==> config.mk <==
export PLATFORM = sky130hd
export DESIGN_NAME = apple_field
export DESIGN_NICKNAME = d
export VERILOG_FILES = /design/src/rtl/apple_pkg.sv /design/src/rtl/apple_lfsr.sv /design/src/rtl/apple_field.sv
export SDC_FILE = /design/constraint.sdc
export NUM_CORES = 1
export LEC_CHECK = 0
export BUFFER_PORTS_ARGS = -buffer_cell sky130_fd_sc_hd__buf_4
export CELL_PAD_IN_SITES_DETAIL_PLACEMENT = 0
export CELL_PAD_IN_SITES_GLOBAL_PLACEMENT = 1
export CORE_ASPECT_RATIO = 1.1
export CORE_MARGIN = 2
export CORE_UTILIZATION = 44
export CTS_CLUSTER_DIAMETER = 200
export DETAILED_ROUTE_END_ITERATION = 16
export PLACE_DENSITY = 0.81
export RECOVER_POWER = 25
export SYNTH_ARGS = -nofsm -noshare
export SYNTH_HDL_FRONTEND = slang
export SYNTH_SLANG_ARGS = --single-unit
==> constraint.sdc <==
create_clock -name clk -period 2.29 [get_ports clk]
set_input_delay 0.3435 -clock clk [delete_from_list [all_inputs] [get_ports clk]]
set_output_delay 0.3435 -clock clk [all_outputs]
set_load 0.02 [all_outputs]
==> src/rtl/apple_pkg.sv <==
// apple_pkg: shared types and constants for the apple field.
// Slot states and LFSR polynomial/seed live here.
package apple_pkg;

  typedef enum logic [1:0] {
    EMPTY,
    ACTIVE,
    WAIT
  } slot_state_t;

  localparam int          LFSR_W       = 16;
  localparam logic [15:0] LFSR_TAPS    = 16'hB400;
  localparam logic [15:0] DEFAULT_SEED = 16'hACE1;

endpackage

==> src/rtl/apple_lfsr.sv <==
// apple_lfsr: 16-bit Galois LFSR with enable.
// Supplies candidate apple coordinates.
module apple_lfsr
  import apple_pkg::*;
#(
  parameter logic [LFSR_W-1:0] SEED = DEFAULT_SEED
) (
  input  logic              clk,
  input  logic              reset,
  input  logic              en,
  output logic [LFSR_W-1:0] value
);

  always_ff @(posedge clk) begin
    if (reset) begin
      value <= SEED;
    end else if (en) begin
      value <= (value >> 1) ^ (value[0] ? LFSR_TAPS : '0);
    end
  end

endmodule

==> src/rtl/apple_field.sv <==
// apple_field: multi-apple placement, eat detection and respawn
// for the snake LED matrix red plane.
module apple_field
  import apple_pkg::*;
#(
  parameter int NUM_APPLES    = 4,
  parameter int COORD_W       = 5,
  parameter int GRID_W        = 16,
  parameter int GRID_H        = 16,
  parameter int RESPAWN_TICKS = 8,
  parameter logic [LFSR_W-1:0] LFSR_SEED = DEFAULT_SEED,
  localparam int IDX_W = (NUM_APPLES > 1) ? $clog2(NUM_APPLES) : 1
) (
  input  logic                          clk,
  input  logic                          reset,
  input  logic                          tick,
  input  logic                          game_over,
  input  logic [COORD_W-1:0]            head_x,
  input  logic [COORD_W-1:0]            head_y,
  input  logic [COORD_W-1:0]            scan_x,
  input  logic [COORD_W-1:0]            scan_y,
  output logic                          light_on,
  output logic [NUM_APPLES-1:0]         apple_valid,
  output logic [NUM_APPLES*COORD_W-1:0] apples_x,
  output logic [NUM_APPLES*COORD_W-1:0] apples_y,
  output logic                          eat_pulse,
  output logic [IDX_W-1:0]              eat_idx,
  output logic [15:0]                   score
);

  localparam int CNT_W =
    (RESPAWN_TICKS > 1) ? $clog2(RESPAWN_TICKS) : 1;
  localparam logic [NUM_APPLES-1:0] LSB = NUM_APPLES'(1);

  logic [LFSR_W-1:0]     lfsr;
  logic [COORD_W-1:0]    cx;
  logic [COORD_W-1:0]    cy;
  logic [NUM_APPLES-1:0] empty;
  logic [NUM_APPLES-1:0] hit;
  logic [NUM_APPLES-1:0] clash;
  logic [NUM_APPLES-1:0] shown;
  logic [NUM_APPLES-1:0] place_oh;
  logic [NUM_APPLES-1:0] eat_oh;
  logic [IDX_W-1:0]      eat_sel;
  logic                  play_tick;
  logic                  cand_ok;
  logic                  can_place;

  apple_lfsr #(
    .SEED (LFSR_SEED)
  ) u_lfsr (
    .clk   (clk),
    .reset (reset),
    .en    (!game_over),
    .value (lfsr)
  );

  assign cx = lfsr[COORD_W-1:0];
  assign cy = lfsr[2*COORD_W-1:COORD_W];

  assign play_tick = tick && !game_over;

  // Occupancy is judged on pre-edge ACTIVE coords only.
  assign cand_ok = (int'(cx) < GRID_W)
                && (int'(cy) < GRID_H)
                && !(cx == head_x && cy == head_y)
                && (clash == '0);

  assign can_place = cand_ok && !game_over;

  // Lowest set bit wins for both placement and eating.
  assign place_oh = can_place ? (empty & (~empty + LSB)) : '0;
  assign eat_oh   = play_tick ? (hit & (~hit + LSB)) : '0;

  always_comb begin
    eat_sel = '0;
    for (int i = 0; i < NUM_APPLES; i++) begin
      if (eat_oh[i]) eat_sel = IDX_W'(i);
    end
  end

  assign light_on = !game_over && (shown != '0);

  for (genvar g = 0; g < NUM_APPLES; g++) begin : g_slot
    slot_state_t        st;
    slot_state_t        st_n;
    logic [COORD_W-1:0] x;
    logic [COORD_W-1:0] y;
    logic [CNT_W-1:0]   cnt;
    logic [CNT_W-1:0]   cnt_n;
    logic               act;

    assign act            = (st == ACTIVE);
    assign empty[g]       = (st == EMPTY);
    assign hit[g]         = act && x == head_x && y == head_y;
    assign clash[g]       = act && x == cx && y == cy;
    assign shown[g]       = act && x == scan_x && y == scan_y;
    assign apple_valid[g] = act;
    assign apples_x[g*COORD_W +: COORD_W] = x;
    assign apples_y[g*COORD_W +: COORD_W] = y;

    always_comb begin
      st_n  = st;
      cnt_n = cnt;
      unique case (st)
        EMPTY: begin
          if (place_oh[g]) st_n = ACTIVE;
        end
        ACTIVE: begin
          if (eat_oh[g]) begin
            if (RESPAWN_TICKS == 0) begin
              st_n = EMPTY;
            end else begin
              st_n  = WAIT;
              cnt_n = CNT_W'(RESPAWN_TICKS - 1);
            end
          end
        end
        WAIT: begin
          if (play_tick) begin
            if (cnt == '0) st_n = EMPTY;
            else           cnt_n = cnt - CNT_W'(1);
          end
        end
        default: st_n = EMPTY;
      endcase
    end

    always_ff @(posedge clk) begin
      if (reset) begin
        st  <= EMPTY;
        x   <= '0;
        y   <= '0;
        cnt <= '0;
      end else begin
        st  <= st_n;
        cnt <= cnt_n;
        if (place_oh[g]) begin
          x <= cx;
          y <= cy;
        end
      end
    end
  end

  always_ff @(posedge clk) begin
    if (reset) begin
      eat_pulse <= 1'b0;
      eat_idx   <= '0;
      score     <= '0;
    end else begin
      eat_pulse <= (eat_oh != '0);
      if (eat_oh != '0) begin
        eat_idx <= eat_sel;
        if (score != 16'hFFFF) score <= score + 16'd1;
      end
    end
  end

endmodule
Word level (Yosys, flattened, before mapping)
Index checks and enable logic that the tools add are counted.

Flip-flop bits (word level): 95. Input port bits: 24. Output and inout bits: 64. Word-level logic and storage cells: 188.

$add $sub $neg: 7. Magnitude comparators: 2. Equality and inequality tests: 55. Multiplexer cells: 42. Bitwise gates (word level): 5. Reductions and logical operators: 57.

Operator list (count): $eq A5 B5 Y1 (26); $mux W2 (18); $mux W3 (12); $ne A2 B2 Y1 const B (16); $reduce_and A4 Y1 (8); $logic_and A1 B1 Y1 (31); $pmux W2 S3 (4); $pmux W3 S2 (4); $add A16 B1 Y16 const B (1); $mux W16 (1); $ne A16 B16 Y1 const B (1); $xor A15 B16 Y16 (1); $logic_not A3 Y1 (4); $sub A3 B1 Y3 const B (4); $lt A5 B5 Y1 const B (2); $add A4 B1 Y4 const B (2); $and A4 B4 Y4 (2); $eq A2 B1 Y1 const B (4); $eq A2 B2 Y1 const B (4); $logic_not A2 Y1 (4); $mux W4 (2); $ne A2 B1 Y1 const B (4); $not A4 Y4 (2); $reduce_bool A2 Y1 (4); other kinds (5) (7).

Longest topological paths before layout
Gate-level depths: netlist (run 1).

Word-level depth: 10. Mapped depth: 9. Depth with buffers taken out: 8.

Cells and area by module
From an unflattened synthesis (run 1), not the netlist that was laid out.

Cell total of the unflattened synthesis: 675. Area, all modules: 5883.1 µm².

Modules (own cells, without submodules): apple_field (instances 1, cells each 619, area an instance 5253.8 µm², seq. area each 1581.5 µm²); apple_lfsr (instances 1, cells each 56, area an instance 629.4 µm², seq. area each 320.3 µm²).

Worst setup path after synthesis (run 1)
OpenSTA, ideal clock, no wires.

Path kind: register -> register. Start point: reg score[0]. End point: reg score[1]. Library setup time: 0.128 ns. Arrival: 2.047 ns. Required time: 2.162 ns. Path slack: 0.115 ns. Cell stages (with the launch flop): 10. Buffers on the path: 2. Period minus slack after synthesis: 2.175 ns. Cell sequence: dfxtp_1 -> ha_1 -> and3_1 -> clkbuf_1 -> nand3_2 -> o311a_1 -> a31oi_2 -> buf_6 -> mux2i_1 -> nor2_1.

Cells in the longest elaborated chain, start to end: 2. Elaborated cells on any way between the ends: 3. Those cells by class: add/sub (1); eq/ne (1); reduce/logical (1).

RTL lines: start: declaration (line apple_field.sv:28) `output logic [15:0] score`; start signal: assignment (line apple_field.sv:155) `if (score != 16'hFFFF) score <= score + 16'd1;`; branches (longest 2 deep; another with $add A16 B1 Y16).

Parallel ways; which one is timed is not known. A chain may end at the register's enable or synchronous reset.

Final worst setup path (run 1)
Start point: reg g_slot[1].x[3]. End point: out light_on.

Cells in the longest elaborated chain, start to end: 5.

RTL lines: start: declaration (line apple_field.sv:87) `logic [COORD_W-1:0] x;`; start signal: assignment (line apple_field.sv:132) `x <= '0;`; start signal: assignment (line apple_field.sv:139) `x <= cx;`; $eq A5 B5 Y1 (line apple_field.sv:97) `assign shown[g] = act && x == scan_x && y == scan_y;`; $logic_and A1 B1 Y1 (2 in series) (line apple_field.sv:97); $reduce_bool A4 Y1 (line apple_field.sv:82) `assign light_on = !game_over && (shown != '0);`; $logic_and A1 B1 Y1 (line apple_field.sv:82); end: declaration (line apple_field.sv:22) `output logic light_on,`.

Every way passes these cells.

==> impl_metrics.ini, run 1 <==
[sta]
hold_violations = 0
finalWorstSetupSlack_ns = -0.02597
tightest_slew_ns = 1.151
setup_viol = 1
skew_ns = 0.006030
tns_ns = -0.02597
slew_headroom_pct = 23.26
fmaxAchievable_ghz = 0.4318
rsz0062_at_grt = yes
period_share_pct = 101.1
period_needed_ns = 2.316
slew_violations = 0
hold_ws_ns = 0.3690

[grt]
grt_pass1_vias = 5437
antenna_found_initial = 0
grt_start_max_net_pins = 56
grt_pass1_wl_um = 30290
grt_use_total_pct = 27.59
grt_overflow = 0

[status]
violations = setup timing
status = finished with violations

[placed_design]
placed_area_sq_um = 7388
gp_congestion = 0.9444
port_buffers = 87
place_worst_setup_slack_ns = -0.1355
dpl.cell_count = 969
hpwl_um = 14920

[job]
maxCapViolations = 0

[cts]
insertion_delay_ns = 0.36
cts_sinks = 95
cts_root_buffer = clkbuf_16
clockBufferDepth = 2
numCtsBuffers = 9
cts_hold_buf = 0
clk_pin_slew_ns = 0.07
cts_tree = yes
htreeDepth = 3

[pwr]
p_total_mw = 3.991
p_per_area_nw_per_um2 = 507.6
ir_drop_mv = 0.3760
p_leak_nw = 3.357

[worst_setup_path]
crit_fanout = 3
required_ns = 1.95
crit_type = flip-flop to output pin
setup.worst_path.start = g_slot[1].x[3]
crit_chain = buf_4 > xor2_1 > nor4_1 > nand4_1 > o22ai_1 > a211oi_1 > nor2_1 > buf_4
critPathArrivalTime_ns = 1.97
cp-end-kind = output pin
start_kind = flip-flop
crit_path_top_delay_cell = dfxtp_1
r2r_start = g_slot[1].x[0]
crit_path_frequent_cell = buf_4
crit_path_max_incr_delay_ns = 0.34

[die]
io_pins = 88
dieArea_sq_um = 14370
die_width_um = 114.5
initial_core_util_pct = 44.89
design.core.area_sq_um = 13160
rows = 44
die-height_um = 125.5

[hold_path]
worstHoldPathType = input pin to flip-flop
hp-start = game_over

[route]
routed_via_density = 5.477
drc = 0
dr.first_iter.drc_count = 437
dr.pass1.iters = 5
ant_nets = 0
wl_per_cell_um = 19.65
via_count = 5461
wl_um = 19590

[logic_synthesis]
synth_cells = 669
synthMuxAreaShare_pct = 8.240
netlist_area_sq_um = 5907
synth_async_sr_flop_share_pct = 0
synth-edff-count = 0
synth_fa_ha_area_share_pct = 1.906
synth.distinct_cells = 56
yosys_warnings = 0
synthXorXnorAreaFrac_pct = 20.61
synth_simple_gate_area_share_pct = 24.02
synth_top_family_by_area = simple AND/OR/NAND/NOR gates
synth-compound-area-share_pct = 6.799
synth_ff_type = dfxtp_1
ys_seq_elements = 95
ys_seq_area_share_pct = 32.20
syn-num-nets = 702
synth.avg_cell_area_sq_um = 8.829

[layout]
fillers = 1194
fin_util_pct = 59.76
layout-drive-gt1-share_pct = 30.14
fin_nets = 864
instances_no_fill = 997
syn2layout_area_growth_pct = 33.11
design_area_sq_um = 7863
diodes = 0
## kinds of logic after synthesis
group / Yosys count
multiplexers: 48
adder cells (fa/ha/maj): 9
AND/OR/NAND/NOR: 249
XOR/XNOR: 139
flip-flops: 95
buffers and inverters: 66
AO/OA/AOI/OAI: 63
## critical path: cells and delay by family (launching register included)
family                    cells  cell delay, ns
AOI/OAI and AO/OA             2            0.23
xor gates and xnor gates      1            0.17
buffers and inverters         2            0.33
DFF                           1            0.34
and+or+nand+nor               3            0.55
## final timing paths
check	endpoint	slack, ns	cells past startpoint
setup / recovery	light_on	-0.03	8
hold / removal	u_lfsr.value[4]	0.37	3
setup reg to reg	g_slot[3].y[1]	0.04	12
hold reg to reg	eat_idx[0]	0.46	2
## per-layer routing
metal	global-route usage [%]	wire length, um	vias to the layer above
met5	0	0	-
met4	10.26	491	0
met3	3.054	923	34
met2	43.68	9382	150
met1	38.52	8793	2642
li1	-	-	2635
## placed cells by master (no fill, tap or decap), types with 9 or more instances in the layout
cell / Yosys / routed
buf_4: 14 / 175
xnor2_1: 94 / 89
dfxtp_1: 95 / 82
nor2_1: 64 / 64
xor2_1: 45 / 45
mux2i_1: 45 / 45
nand4_1: 34 / 34
nand3_1: 24 / 23
nand2b_1: 22 / 22
a21oi_1: 20 / 20
o21ai_0: 16 / 16
nand2_1: 15 / 15
nor2b_1: 14 / 14
clkbuf_1: 20 / 14
nor4_1: 12 / 12
inv_1: 11 / 11
buf_12: 0 / 11
nor3_1: 12 / 10
clkbuf_16: 0 / 10
dfxtp_2: 0 / 10
ha_1: 9 / 9
## state kept, by name, summed over array words and instances (netlist names)
name	flops
eat_pulse	1
score	16
g_slot.y	20
eat_idx	2
g_slot.x	20
g_slot.st	8
u_lfsr.value	16
g_slot.cnt	12
## synth_stat cells (9+ instances only)
cell | number | area [sq um]
nand4_1 | 34 | 212.7
nand2b_1 | 22 | 137.6
inv_1 | 11 | 41.29
nor4_1 | 12 | 75.07
nand2_1 | 15 | 56.30
o21ai_0 | 16 | 80.08
nor2b_1 | 14 | 87.58
xor2_1 | 45 | 394.1
ha_1 | 9 | 112.6
dfxtp_1 | 95 | 1902
nor2_1 | 64 | 240.2
clkbuf_1 | 20 | 75.07
a21oi_1 | 20 | 100.1
buf_2 | 12 | 60.06
nor3_1 | 12 | 60.06
nand3_1 | 24 | 120.1
xnor2_1 | 94 | 823.3
mux2i_1 | 45 | 450.4
buf_4 | 14 | 105.1
## power by group
| group | total [mW] | internal, mW | switching (mW) |
|---|---|---|---|
| clock network | 1.62 | 0.875 | 0.748 |
| logic | 0.634 | 0.312 | 0.323 |
| registers | 1.73 | 1.68 | 0.0497 |
## cell type report
class	instances	area (sq um)	area share, %
clock buffer	9	225.2	2.864
clock inverter	7	87.58	1.114
inverter	11	41.29	0.5251
multi-input combinational	508	3726	47.39
sequential	95	1926	24.49
tap	161	201.4	2.562
timing repair buffer	206	1655	21.05
## repair_timing
item / CTS / global route
pin swaps: 7 / 12
gates resized for setup: 13 / 28
buffers inserted: 5 / 8
cloned: 0 / 1
setup endpoints to repair: 34 / 46
Power figures use the tool's default switching activity.
==> run 2, diff against run 1 <==
- SYNTH_HIERARCHICAL: unset -> 1
==> run 2 against run 1 <==
The flow still finishes with violations (setup timing). Critical path type unchanged. Register-to-register slack better by 0.06 ns. Clock skew increased by 0.0049 ns. Worst setup slack better by 0.022 ns. Die area is 0.39% lower. Largest cell class unchanged. Via count down 0.99%. Power shrank 5.7%. Sequential share of layout area grew 1.8 points. First-iteration DRC count fell by 11%.
==> impl_metrics.ini, run 2 <==
[status]
status = finished with violations
violations = setup timing

[die]
design.core.area_sq_um = 13160
die_width_um = 114.3
dieArea_sq_um = 14310
die-height_um = 125.3
rows = 44
io_pins = 88
initial_core_util_pct = 44.71

[logic_synthesis]
ys_seq_elements = 95
yosys-top-cells-area = dfxtp_1 32%, xnor2_1 13%, xor2_1 7.1%
synth-edff-count = 0
synth_top_area_cell = dfxtp_1
yosys_warnings = 6
synth.avg_cell_area_sq_um = 8.716
synth_cells = 675
synth_most_common_cell = dfxtp_1
netlist_area_sq_um = 5883
synth_ff_type = dfxtp_1
synth_async_sr_flop_share_pct = 0
synth_top_cell_area_share_pct = 32.33
syn-num-nets = 708
ys_seq_area_share_pct = 32.33
synth.distinct_cells = 57
ys_top_cells_by_count = 95 x dfxtp_1, 87 x xnor2_1, 58 x nand2_1

[layout]
syn2layout_area_growth_pct = 24.52
fin_nets = 827
reg_top3 = g_slot.x x20, g_slot.y x20
layout_commonest_cell = buf_4
design_area_sq_um = 7326
diodes = 0
instances_no_fill = 960
layout-drive-gt1-share_pct = 26.28
layout_common_cells = 153 x buf_4, 86 x xnor2_1, 84 x dfxtp_1, 58 x nand2_1, 48 x xor2_1

[placed_design]
port_buffers = 87
dpl.cell_count = 941
placed_area_sq_um = 6990
place_worst_setup_slack_ns = -0.07330
gp_congestion = 0.9065
hpwl_um = 15070

[worst_setup_path]
ff2ff_path_depth = 6
start_kind = flip-flop
required_ns = 1.95
crit_type = flip-flop to output pin
cp-end-kind = output pin
crit_fanout = 3
critPathArrivalTime_ns = 1.95

[cts]
numCtsBuffers = 9
cts_sinks = 95
cts_hold_buf = 0
clk_pin_slew_ns = 0.07
cts_tree = yes
insertion_delay_ns = 0.36
cts_root_buffer = clkbuf_16
htreeDepth = 3
clockBufferDepth = 2

[job]
maxCapViolations = 0

[sta]
slew_violations = 0
skew_ns = 0.01090
tns_ns = -0.004448
fmaxAchievable_ghz = 0.4358
period_share_pct = 100.2
period_needed_ns = 2.294
finalWorstSetupSlack_ns = -0.004448
slew_headroom_pct = 20.91
rsz0062_at_grt = yes
hold_violations = 0
tightest_slew_ns = 1.186
setup_viol = 1

[route]
routed_via_density = 5.632
drc = 0
wl_per_cell_um = 19.99
dr.pass1.iters = 5
via_count = 5407
dr.first_iter.drc_count = 387
wl_um = 19190
ant_nets = 0

[pwr]
p_comb_share_pct = 15.3
p_per_area_nw_per_um2 = 513.7
p_total_mw = 3.763
ir_drop_mv = 0.3746
clockPowerShare_pct = 38.9
seqPwrFrac_pct = 45.8
internal_power_mw = 2.693
p_sw_mw = 1.070
p_leak_nw = 3.144
switching_share_pct = 28.44

[grt]
grt_pass1_wl_um = 30110
grt_start_max_net_pins = 38
grt_overflow = 0
grt_pass1_vias = 5380
antenna_found_initial = 0
grt_use_total_pct = 27.55

[hold_path]
hold_depth = 2
worstHoldPathType = input pin to flip-flop
## run 2: cell count changes in the layout (fill, tap and decap cells not counted), moves of 10 or more
cell | before | now
nor2_1 | 64 | 25
a21oi_1 | 20 | 30
buf_4 | 175 | 153
nand2b_1 | 22 | 6
nand2_1 | 15 | 58
clkbuf_1 | 14 | 2
## run 2: worst max-delay path: stages, from the launching register on
cell and delay, ns:
dfxtp_4 0.36, buf_4 0.14, xor2_1 0.16, nor4_2 0.32, nand4_1 0.14, o22ai_1 0.14
nor2_1 0.07, nor2_1 0.11, buf_4 0.16
## run 2: timing repair
item,CTS,global route
pin swaps,10,5
buffers inserted,8,1
gates resized for setup,14,6
setup endpoints to repair,1,14
## run 2: cell type report
| class | instances | area [sq um] |
|---|---|---|
| Clock buffer | 9 | 225.2 |
| Clock inverter | 7 | 56.30 |
| Fill cell | 1236 | 5832 |
| Inverter | 16 | 60.06 |
| Multi-Input combinational cell | 512 | 3603 |
| Sequential cell | 95 | 1923 |
| Tap cell | 161 | 201.4 |
| Timing Repair Buffer | 160 | 1256 |
## run 2: power groups by stage
stage	clock (mW)	combinational (mW)	sequential [mW]
6_report	1.46	0.576	1.72
5_1_grt	1.56	0.617	1.73
3_3_place_gp	0	0.563	1.76
4_1_cts	1.49	0.572	1.73
2_1_floorplan	0	0.364	1.77
3_5_place_dp	0	0.568	1.76
## run 2: kinds of logic (layout without fill, tap and decap cells)
logic type / after synthesis / after routing / synth area share [%]
and+or+nand+nor: 248 / 248 / 23.01
xor gates and xnor gates: 135 / 135 / 20.10
DFF: 95 / 95 / 32.33
AOI/OAI and AO/OA: 78 / 78 / 8.741
buffers and inverters: 68 / 192 / 6.720
muxes: 42 / 42 / 7.188
adders and majority gates: 9 / 9 / 1.914
## run 2: worst paths after layout
check,from,endpoint,slack [ns]
hold / removal,reset,u_lfsr/value[14],0.34
hold reg to reg,g_slot[1].cnt[0],g_slot[1].cnt[0],0.46
setup / recovery,g_slot[2].y[2],light_on,-0.004
setup reg to reg,g_slot[1].y[3],score[15],0.10
## run 2: per-stage QoR
step           hold WS, ns  utilization, %
4_1_cts             0.3321           55.61
3_3_place_gp        0.4338           53.13
5_1_grt             0.3425           55.68
3_5_place_dp        0.4514           53.13
6_report            0.3424           55.68
2_1_floorplan       0.4231               -
## run 2: layer usage
metal	part of all wire (%)	vias up	track usage, %
li1	-	2593	-
met1	42	2582	33.82
met2	49	180	45.83
met3	5.4	52	5.768
met4	4.3	0	12.98
met5	0	-	0
==> run 3, diff against run 2 <==
- BUFFER_PORTS_ARGS: -buffer_cell sky130_fd_sc_hd__buf_4 -> unset
- CORE_UTILIZATION: 44 -> 48
- DONT_BUFFER_PORTS: unset -> 1
- PLACE_DENSITY: 0.81 -> 0.8
==> run 3 against run 2 <==
Cell count fell by 8.5%. Global-route usage is 0.27 points higher. Clock skew fell by 0.00084 ns. Register-to-register slack lost 0.08 ns. First-iteration DRC count increased by 7.5%. The run still ends with setup timing left. Core utilization grew 0.94 points. Critical endpoint unchanged. Sequential power hardly changed. Wire length down 7.2%. Largest power group unchanged. Clock power rose by 13%.
==> impl_metrics.ini, run 3 (synthesis results as in run 2) <==
[sta]
period_needed_ns = 2.363
hold_violations = 0
slew_headroom_pct = 27.19
period_share_pct = 103.2
setup_viol = 1
fmaxAchievable_ghz = 0.4233
tns_ns = -0.07252
rsz0062_at_grt = yes
finalWorstSetupSlack_ns = -0.07252
skew_ns = 0.01006
tightest_slew_ns = 1.092
slew_violations = 0

[worst_setup_path]
crit_chain = buf_4 > xor2_1 > nor4_2 > nand4_1 > o22ai_2 > nor2_4 > nor2_2 > buf_6
start_kind = flip-flop
crit_path_max_incr_delay_ns = 0.35
crit_fanout = 3
rr_endpoint = g_slot[3].x[0]
cp-end-kind = output pin
crit_path_top_delay_cell = dfxtp_2
critPathArrivalTime_ns = 2.02
r2r_start = g_slot[2].x[0]
setup.worst_path.start = g_slot[0].x[3]
crit_type = flip-flop to output pin
ff2ff_path_depth = 8
required_ns = 1.95
worst-path-buf-inv = 2
cpLargestDelayFamily = simple AND/OR/NAND/NOR gates
r2r_slack_ns = 0.02

[layout]
fin_util_pct = 56.62
fin_nets = 752
seqCellArea_sq_um = 1924
layout_commonest_cell = xnor2_1
syn2layout_area_growth_pct = 15.31
layout_common_cells = 87 x xnor2_1, 81 x dfxtp_1, 66 x buf_4, 58 x nand2_1, 48 x xor2_1
multiInputGateArea_sq_um = 3645
fillers = 1098
reg_top3 = g_slot.x x20, g_slot.y x20
diodes = 0
design_area_sq_um = 6784
layout-drive-gt1-share_pct = 17.96

[pwr]
p_total_mw = 3.837
p_per_area_nw_per_um2 = 565.6
p_leak_nw = 2.720
ir_drop_mv = 0.3699

[placed_design]
placed_area_sq_um = 6401
hpwl_um = 13970
port_buffers = 0
gp_congestion = 1.038
place_worst_setup_slack_ns = -0.07630

[job]
maxCapViolations = 0

[route]
ant_nets = 0
wl_um = 17820
routed_via_density = 5.800
dr.first_iter.drc_count = 416
drc = 0
dr.pass1.iters = 7
wl_per_cell_um = 20.29
via_count = 5092

[cts]
clockBufferDepth = 2
insertion_delay_ns = 0.35
numCtsBuffers = 9
cts_root_buffer = clkbuf_16
cts_tree = yes
cts_sinks = 95
cts_hold_buf = 0
htreeDepth = 3
clk_pin_slew_ns = 0.07

[hold_path]
hold_end = score[11]
hp-start = reset
hold_depth = 1
worstHoldPathType = input pin to flip-flop

[grt]
grt_pass1_wl_um = 27660
grt_pass1_vias = 5032
grt_use_total_pct = 27.82
grt_start_max_net_pins = 59
antenna_found_initial = 0
grt_overflow = 0

[die]
design.core.area_sq_um = 11980
dieArea_sq_um = 13160
io_pins = 88
die-height_um = 120.1
die_width_um = 109.6
initial_core_util_pct = 49.10
rows = 42

[status]
violations = setup timing
status = finished with violations
==> run 3: what timing repair did <==
item                                    4_1_cts  5_1_grt
gates resized for setup                       6       25
pin swaps                                     1        9
setup buffers                                 0        2
endpoints found under the setup margin       32       10
==> run 3: metrics by stage <==
stage | hold slack (ns) | std cells
floorplan | 0.4231 | 675
global placement | 0.4170 | 860
detailed placement | 0.4197 | 860
CTS | 0.04375 | 876
global route | 0.05371 | 878
finish | 0.06464 | 878
==> run 3: per-layer routing <==
metal / track usage (%) / up-vias / part of all wire (%)
met5: 0 / - / 0
met4: 17.56 / 0 / 5.4
met2: 44.17 / 197 / 47
li1: - / 2444 / -
met3: 7.170 / 62 / 7.2
met1: 32.96 / 2389 / 40
==> run 3: power breakdown <==
group / internal (mW) / leakage (nW) / switching [mW] / total (mW)
Clock: 0.994 / 0.157 / 0.653 / 1.65
Combinational: 0.211 / 1.79 / 0.234 / 0.444
Sequential: 1.69 / 0.777 / 0.0597 / 1.75
Total: 2.89 / 2.72 / 0.947 / 3.84
==> run 3: worst max-delay path by stage <==
stage	cells after the start	slack (ns)	end
CTS	8	-0.05	light_on
global route	8	-0.13	light_on
detailed placement	7	-0.08	g_slot[1].x[4]
finish	8	-0.07	light_on
floorplan	7	0.20	score[15]
global placement	7	-0.03	g_slot[1].y[4]
==> run 3: layout make-up <==
type / instances / share of cell area, %
Inverter: 16 / 0.8853
Tap cell: 154 / 2.840
Clock buffer: 12 / 3.633
Timing Repair Buffer: 85 / 9.406
Sequential cell: 95 / 28.37
Multi-Input combinational cell: 512 / 53.73
Clock inverter: 4 / 1.143
==> run 3: worst reg2reg max path, delay by kind of cell (launching register included) <==
family,cells,cell delay [ns]
buf+inv,2,0.60
flops,1,0.35
compound gates,1,0.19
simple gates,3,0.69
xor+xnor,1,0.15
mux,1,0.21
